File: src/rtl/row_mac_sequencer.sv
// Per-row dot-product sequencer: for each accepted row it clears the external
// accumulator, streams N_COLS operand reads (A[row][col], x[col]) through the
// shared operand port, waits for the MAC pipeline to drain, writes the result
// to result memory and pulses done_row.
//
// Ports:
//   clk, n_reset             clock (rising edge), async active-low reset
//   begin_mult, res_add      row request and row index / result address
//   mem_ready                operand port grant
//   op_rd_en, a_addr, x_addr operand read strobe and addresses
//   acc_clear, acc_en        accumulator clear and accumulate enable
//   res_wr_en, res_wr_addr   result memory write
//   done_row, busy           completion pulse and activity flag
module row_mac_sequencer #(
    parameter int unsigned N_ROWS   = 10,
    parameter int unsigned N_COLS   = 10,
    parameter int unsigned RD_LAT   = 1,
    parameter int unsigned A_ADDR_W = 7,
    parameter int unsigned IDX_W    = 4
) (
    input  logic                clk,
    input  logic                n_reset,
    input  logic                begin_mult,
    input  logic [IDX_W-1:0]    res_add,
    input  logic                mem_ready,
    output logic                op_rd_en,
    output logic [A_ADDR_W-1:0] a_addr,
    output logic [IDX_W-1:0]    x_addr,
    output logic                acc_clear,
    output logic                acc_en,
    output logic                res_wr_en,
    output logic [IDX_W-1:0]    res_wr_addr,
    output logic                done_row,
    output logic                busy
);

    typedef enum logic [2:0] {
        S_IDLE,
        S_CLEAR,
        S_ISSUE,
        S_DRAIN,
        S_WRITE,
        S_DONE
    } state_t;

    localparam logic [IDX_W-1:0] LAST_COL = IDX_W'(N_COLS - 1);

    state_t             state_q, state_d;
    logic [IDX_W-1:0]   row_q, row_d;
    logic [IDX_W-1:0]   col_q, col_d;
    logic [RD_LAT-1:0]  pipe_q;

    // State, indices and read-valid pipe; the pipe shifts every cycle, stalls included.
    always_ff @(posedge clk or negedge n_reset) begin
        if (!n_reset) begin
            state_q <= S_IDLE;
            row_q   <= '0;
            col_q   <= '0;
            pipe_q  <= '0;
        end else begin
            state_q   <= state_d;
            row_q     <= row_d;
            col_q     <= col_d;
            pipe_q[0] <= op_rd_en;
            for (int i = 1; i < int'(RD_LAT); i++) begin
                pipe_q[i] <= pipe_q[i-1];
            end
        end
    end

    // Next-state and strobe decode.
    always_comb begin
        state_d   = state_q;
        row_d     = row_q;
        col_d     = col_q;
        op_rd_en  = 1'b0;
        acc_clear = 1'b0;
        res_wr_en = 1'b0;
        done_row  = 1'b0;
        case (state_q)
            S_IDLE: begin
                if (begin_mult) begin
                    row_d = res_add;
                    // Out-of-range rows skip straight to DONE so the controller still sees done_row.
                    state_d = (32'(res_add) < N_ROWS) ? S_CLEAR : S_DONE;
                end
            end
            S_CLEAR: begin
                acc_clear = 1'b1;
                col_d     = '0;
                state_d   = S_ISSUE;
            end
            S_ISSUE: begin
                op_rd_en = mem_ready;
                if (mem_ready) begin
                    if (col_q == LAST_COL) begin
                        state_d = S_DRAIN;
                    end else begin
                        col_d = col_q + IDX_W'(1);
                    end
                end
            end
            S_DRAIN: begin
                // Empty pipe means the last product has already been accumulated.
                if (pipe_q == '0) begin
                    state_d = S_WRITE;
                end
            end
            S_WRITE: begin
                res_wr_en = 1'b1;
                state_d   = S_DONE;
            end
            S_DONE: begin
                done_row = 1'b1;
                state_d  = S_IDLE;
            end
            default: state_d = S_IDLE;
        endcase
    end

    assign acc_en      = pipe_q[RD_LAT-1];
    assign busy        = (state_q != S_IDLE);
    assign a_addr      = A_ADDR_W'(row_q) * A_ADDR_W'(N_COLS) + A_ADDR_W'(col_q);
    assign x_addr      = col_q;
    assign res_wr_addr = row_q;

endmodule

File: config.mk
export PLATFORM = sky130hd
export DESIGN_NAME = row_mac_sequencer
export DESIGN_NICKNAME = d
export VERILOG_FILES = /design/src/rtl/row_mac_sequencer.sv
export SDC_FILE = /design/constraint.sdc
export NUM_CORES = 1
export LEC_CHECK = 0
export CAP_MARGIN = 0
export CORE_MARGIN = 2
export CORE_UTILIZATION = 45
export DETAILED_ROUTE_END_ITERATION = 8
export HOLD_SLACK_MARGIN = 0.03
export PLACE_DENSITY = 0.85
export SLEW_MARGIN = 10
export SYNTH_ARGS = -nofsm -noshare
export SYNTH_HDL_FRONTEND = slang
export SYNTH_SLANG_ARGS = --single-unit
File: constraint.sdc
create_clock -name clk -period 3.1 [get_ports clk]
set_input_delay 0.31 -clock clk [delete_from_list [all_inputs] [get_ports clk]]
set_output_delay 0.31 -clock clk [all_outputs]
set_load 0.02 [all_outputs]
---- Yosys cells after proc, flatten, opt, wreduce, memory -nomap -nowiden ----
Index checks and enable logic that the tools add are counted.
storage, ports and cells
  bits in registers ....................... 12
  bits in latches ......................... 0
  RAM bits ................................ 0
  bits in read-only memories .............. 0
  input port bits ......................... 8
  output and inout port bits .............. 21
  word-level logic and storage cells ...... 38
  memories ................................ 0
operators by class
  add/subtract/negate cells ............... 2
  multipliers ............................. 1
  divide/modulo/power cells ............... 0
  order comparisons ....................... 1
  eq/ne operators ......................... 11
  shift-type cells ........................ 0
  mux-type cells .......................... 13
  bitwise logic cells ..................... 0
  reductions and logical operators ........ 6
operators with widths
  kind                                                                 count
  3-bit 2-to-1 mux                                                     5
  3-bit one-hot mux with 5 select lines                                1
  2-bit inequality test (second input constant)                        5
  4-bit 2-to-1 mux                                                     2
  4-bit one-hot mux with 2 select lines                                1
  7-bit by 4-bit adder with 7-bit output                               1
  3-bit by 2-bit == test with 1-bit output (second input constant)     2
  3-bit == test (second input constant)                                2
  4-bit by 3-bit multiplier with 6-bit output (second input constant)  1
  4-bit by 1-bit adder with 4-bit output (second input constant)       1
  4-bit == test (second input constant)                                1
  4-bit < comparator (second input constant)                           1
  1-bit 2-to-1 mux                                                     4
  4-bit AND reduction                                                  1
  3-bit by 1-bit == test with 1-bit output (second input constant)     1
  3-bit logical NOT                                                    1
  3-bit AND reduction                                                  1
  3-bit nonzero test                                                   1
  2-bit AND reduction                                                  1
  2-bit nonzero test                                                   1

---- Logic depth before layout (Yosys ltp) ----
Gate-level depths: netlist of the first run.
  depth in word-level cells ............... 4
  depth in mapped cells ................... 7
  mapped depth without buffers ............ 7

---- Worst setup path after synthesis of the first run ----
No wires, ideal clock.
  path type ............................... register to output
  start ................................... register row_q[1] (netlist: res_wr_addr[1])
  end ..................................... output port a_addr[6]
  data arrival time ....................... 2.013 ns
  setup slack ............................. 0.777 ns
  stages on the path, launching flop included .. 8
  buffers on the path ..................... 0
  cells stage by stage .................... dfrtp_1 -> ha_1 -> ha_1 -> inv_1 -> fa_1 -> nand2b_1 -> a21oi_1 -> xnor2_1
between the ends
  word-level cells in the longest chain between the ends .. 2
ends and longest elaborated chain
  what                                         RTL line  text
  start, declared                              49        logic [IDX_W-1:0] row_q, row_d;
  start signal, assigned                       62        row_q <= row_d;
  4-bit by 3-bit multiplier with 6-bit output  123       assign a_addr = A_ADDR_W'(row_q) * A_ADDR_W'(N_COLS) + A_ADDR_W'(col_q);
  7-bit by 4-bit adder with 7-bit output       123
  end, declared                                27        output logic [A_ADDR_W-1:0] a_addr,
No other way between the ends.

---- Worst setup path after layout of the first run ----
  start ................................... register row_q[1] (netlist: res_wr_addr[1])
  end ..................................... output port a_addr[5]
Same word-level chain as after synthesis.

==> results.toml, run 1 <==
[timing]
hold_violations = 0
finalCritPeriodShare_pct = 91.68
slew_violations = 0
grt_setup_unrepaired = "no"
worst_slack_ns = 0.2580
maxSlewHeadroom_pct = 64.99
max_freq_mhz = 351.9
setup_tns_ns = 0
setup_viol = 0
skew_ns = 0.003637
fin_crit_ns = 2.842
hold_slack_ns = 0.3729
tightestPinTransition_ns = 0.5235

[critical_path]
critPathCapture = "a_addr[5]"
cp-start-kind = "register"
r2r_end = "res_wr_addr[0]"
crit_path_start = "res_wr_addr[1]"
critPathKind = "reg -> out"
cp.required_ns = 2.79
reg2reg_slack_ns = 1.66
rr_startpoint = "state_q[2]"
cp-end-kind = "output pin"
reg2reg_depth = 2
critical_path_arrival_ns = 2.53
crit_fanout = 5

[synthesis]
synth_fp_nets = 102
yosys.area_share.adder_pct = 17.58
netlist.area_leader.share_pct = 34.58
syn_area_um2 = 868.3
yosysSeqAreaShare_pct = 34.58
synthMuxAreaShare_pct = 7.493
synth-simple-area-share_pct = 21.90
synth_area_leaders = "dfrtp_1 35%, ha_1 13%, mux2_2 5.2%"
ys_seq_elements = 12
syn-instance-count = 83
ys_types = 32
synth_compound_area_share_pct = 8.069
avgSynthCellArea_um2 = 10.46
synth_top_area_cell = "dfrtp_1"
synth_top_family_by_area = "simple AND/OR/NAND/NOR gates"
ys_warn_count = 0
synth-xor-area-share_pct = 5.043

[route]
ant_nets = 0
drt-vias-per-instance = 5.154
vias = 701
drt_iter0_drc = 5
drc = 0
wirelength_um = 1869
wl_per_cell_um = 13.74
first_pass_iters = 4

[clock_tree]
clockRootBuffer = "clkbuf_4"
cts_hold_repair.buffers = 0
clk_pin_slew_ns = 0.07
clk_path_buf_depth = 2
h-tree-depth = 1
cts_tree = "done"
clock-sinks = 12
clk_latency_ns = 0.28
cts.repair.resized = 1
postCtsSetupRepairBufs = 0
cts_buffers = 3

[floorplanning]
die_h_um = 47.93
io_pins = 29
start_util_pct = 49.22
die_w_um = 47.93
std_cell_rows = 15
fp.coreArea_um2 = 1764
die_area_um2 = 2297

[place]
dpl.cell_count = 133
place.gp.congestion = 0.7516
hpwl_um = 1522
dp_slack_ns = 0.2715
io_buffer_count = 28

[global_route]
overflow = 0
grt_max_degree = 13
antenna_found_initial = 0
grt_pass1_wl_um = 2891
grt_usage_pct = 19.15
grt_pass1_vias = 646

[min_path]
hold_class = "in -> async"

[final_layout]
layout_common_cells = "27 x clkdlybuf4s50_1, 12 x dfrtp_1, 9 x ha_1"
diodes = 0
layout.cells.non_filler = 136
layout_commonest_cell = "clkdlybuf4s50_1"
drive_above_1_share_pct = 11.71
area_growth_pct = 36.02
nNetsFinal = 132

[run_status]
outcome = "completed"

[power]
powerDensity_nw_per_um2 = 1320
vdd_drop_max_mv = 0.7922
p_leak_uw = 0.0005307
total_power_uw = 1559

[job]
maxCapViolations = 0
[critical path: stages (launching register included)]
cell	delay (ns)
dfrtp_1	0.44
ha_1	0.32
ha_1	0.19
inv_1	0.06
fa_1	0.44
xnor2_1	0.19
clkdlybuf4s50_1	0.62
[sequential cells by signal (all words and copies together), names as in the netlist]
signal       cells
acc_en           1
x_addr           4
state_q          3
res_wr_addr      4
[synth_stat cells]
cell type	n
and2_2	1
nor4b_4	1
o211a_1	1
dfrtp_1	12
and2_1	1
xor2_1	3
ha_1	9
nor2b_1	2
o221ai_1	1
nand2_1	7
nor2_1	3
and4bb_4	1
a32o_1	1
inv_1	7
nand3_1	3
buf_4	2
nand3b_1	1
a21oi_1	3
or3b_4	1
mux2i_1	2
or3_2	1
nand2_4	1
nor3b_1	1
buf_2	1
xnor2_1	2
or2b_1	2
nand2b_1	1
o22ai_1	1
nor3_1	1
o21ai_0	4
fa_1	2
mux2_2	4
[area by class of cell]
class | instances | area, um2
fillers | 162 | 583.1
flip-flops and latches | 12 | 300.3
clock buffers | 3 | 22.52
repair buffers | 28 | 279.0
well taps | 25 | 31.28
multi-input cells | 61 | 521.8
inverters | 7 | 26.28
[layer usage]
metal | track usage [%] | up-vias | share of wire, %
met2 | 33.07 | 21 | 52
met3 | 2.264 | 5 | 4.5
li1 | - | 341 | -
met1 | 22.59 | 334 | 41
met4 | 11.35 | 0 | 2.2
met5 | 0 | - | 0
[worst min path at each step]
stage,startpoint,endpoint,slack (ns),depth (start not counted)
6_report,n_reset,acc_en,0.37,1
5_1_grt,n_reset,res_wr_addr[2],0.44,1
4_1_cts,n_reset,state_q[0],0.40,1
3_5_place_dp,res_wr_addr[3],res_wr_addr[3],0.58,1
3_3_place_gp,res_wr_addr[0],res_wr_addr[0],0.56,1
2_1_floorplan,n_reset,acc_en,0.01,0
[report_power, final]
group,total [uW],switching [uW],internal [uW]
Sequential,346,121,225
Combinational,1120,551,567
Clock,95.7,50.6,45.1
[kinds of logic after synthesis]
group / after synthesis
buffers and inverters: 10
DFF: 12
xor gates and xnor gates: 5
AOI/OAI and AO/OA: 11
muxes: 6
adders and majority gates: 11
and+or+nand+nor: 28
[through the flow]
step	utilization, %	instance area (um2)
after floorplan	-	868.3
after global placement	65.74	1160
after detailed placement	65.74	1160
after CTS	66.95	1181
after global routing	66.95	1181
final	66.95	1181
Power figures use the tool's default switching activity.
==> run 2: changes to the inputs <==
--- a/config.mk
+++ b/config.mk
@@ -11,7 +11,7 @@
 export DETAILED_ROUTE_END_ITERATION = 8
 export HOLD_SLACK_MARGIN = 0.03
 export PLACE_DENSITY = 0.85
-export SLEW_MARGIN = 10
+export SLEW_MARGIN = 20
 export SYNTH_ARGS = -nofsm -noshare
 export SYNTH_HDL_FRONTEND = slang
 export SYNTH_SLANG_ARGS = --single-unit
==> results of run 2 <==
No change in the layout: final DEF, timing and power equal those of run 1.
==> run 3: changes to the inputs <==
==> constraint.sdc (replaced) <==
create_clock -name clk -period 3.5 [get_ports clk]
set_input_delay 0.35 -clock clk [delete_from_list [all_inputs] [get_ports clk]]
set_output_delay 0.35 -clock clk [all_outputs]
set_load 0.02 [all_outputs]
==> run 3 against run 2 <==
Effect of this change:
- global-route usage unchanged
- hold slack improved by 0.040 ns
- cell count is the same
- largest cell class unchanged
==> results.toml, run 3 (synthesis gave the netlist of run 1 again) <==
[timing]
setup_tns_ns = 0
slew_violations = 0
finalCritPeriodShare_pct = 90.06
setup_viol = 0
tightestPinTransition_ns = 0.5235
fin_crit_ns = 3.152
grt_setup_unrepaired = "no"
hold_violations = 0
skew_ns = 0.003637
max_freq_mhz = 317.2
maxSlewHeadroom_pct = 64.99

[critical_path]
cp.required_ns = 3.15
crit_cells = 8
critical_path_buf_inv_count = 2
path_cells = "ha_1 > ha_1 > inv_1 > fa_1 > nand2b_1 > a21oi_1 > xnor2_1 > clkdlybuf4s50_1"
reg2reg_depth = 2
cp-start-kind = "register"
critPathKind = "reg -> out"
cp-end-kind = "output pin"
slowest_stage = "clkdlybuf4s50_1"
crit_fanout = 5
cpPeakStageDelay_ns = 0.61
cpMostUsedCell = "ha_1"
critPathTopFamily = "adder cells"
critical_path_arrival_ns = 2.80

[floorplanning]
die_h_um = 47.93
fp.coreArea_um2 = 1764
io_pins = 29
die_w_um = 47.93
start_util_pct = 49.22
std_cell_rows = 15
die_area_um2 = 2297

[clock_tree]
cts.repair.resized = 0
clock-sinks = 12
cts_buffers = 3
cts_hold_repair.buffers = 0
clk_latency_ns = 0.28
clk_pin_slew_ns = 0.07
h-tree-depth = 1
clk_path_buf_depth = 2
postCtsSetupRepairBufs = 0
clockRootBuffer = "clkbuf_4"
cts_tree = "done"

[global_route]
overflow = 0
grt_usage_pct = 19.15
antenna_found_initial = 0
grt_max_degree = 13
grt_pass1_vias = 646
grt_pass1_wl_um = 2891

[place]
hpwl_um = 1522
io_buffer_count = 28
place.gp.congestion = 0.7516

[final_layout]
seq_area_um2 = 300.3
layout_common_cells = "28 x clkdlybuf4s50_1, 12 x dfrtp_1, 9 x ha_1"
fillers = 161
area_growth_pct = 36.17
fin_util_pct = 67.02
diodes = 0
drive_above_1_share_pct = 11.71
nNetsFinal = 132
layout_commonest_cell = "clkdlybuf4s50_1"
multiInputGateArea_um2 = 521.8

[route]
drt_iter0_drc = 5
wl_per_cell_um = 13.74
ant_nets = 0
drc = 0
first_pass_iters = 4
wirelength_um = 1868
vias = 701
drt-vias-per-instance = 5.154

[job]
maxCapViolations = 0

[power]
powerDensity_nw_per_um2 = 1177
p_leak_uw = 0.0005292
vdd_drop_max_mv = 0.7017

[min_path]
hold_class = "in -> async"

[run_status]
outcome = "completed"
[run 3: through the flow]
stage,setup WS [ns],cells,cell area [um2],total power (uW),hold slack [ns]
after floorplan,1.137,83,868.3,912.5,0.05441
after global routing,0.2044,136,1182,1506,0.4769
after detailed placement,0.6315,133,1160,1321,0.5758
after global placement,0.7305,133,1160,1285,0.5607
final,0.3478,136,1182,1391,0.4129
after CTS,0.3322,136,1182,1408,0.4404
[run 3: path summary, 6_finish.rpt]
kind	endpoint	slack, ns	from
worst max-delay path	a_addr[6]	0.35	res_wr_addr[1]
max in group asynchronous	x_addr[2]	2.74	n_reset
worst min register to register	res_wr_addr[3]	0.59	res_wr_addr[3]
min in group clk	res_wr_addr[3]	0.59	res_wr_addr[3]
worst max register to register	res_wr_addr[0]	2.06	state_q[2]
worst min-delay path	acc_en	0.41	n_reset
[run 3: metal layers]
layer	global-route usage [%]	share of wire, %	vias up
li1	-	-	341
met1	22.59	41	334
met2	33.07	52	21
met3	2.264	4.5	5
met4	11.35	2.2	0
met5	0	0	-
[run 3: where the power goes]
part | leakage [uW] | internal, uW | switching, uW
Sequential | 0.000152 | 200 | 107
Combinational | 0.000363 | 512 | 488
Clock | 0.0000138 | 40.0 | 44.8
[run 3: layout make-up]
type	instances	share of cell area (%)
Timing Repair Buffer	28	23.70
Clock buffer	3	1.905
Tap cell	25	2.646
Inverter	7	2.222
Multi-Input combinational cell	61	44.13
Sequential cell	12	25.40
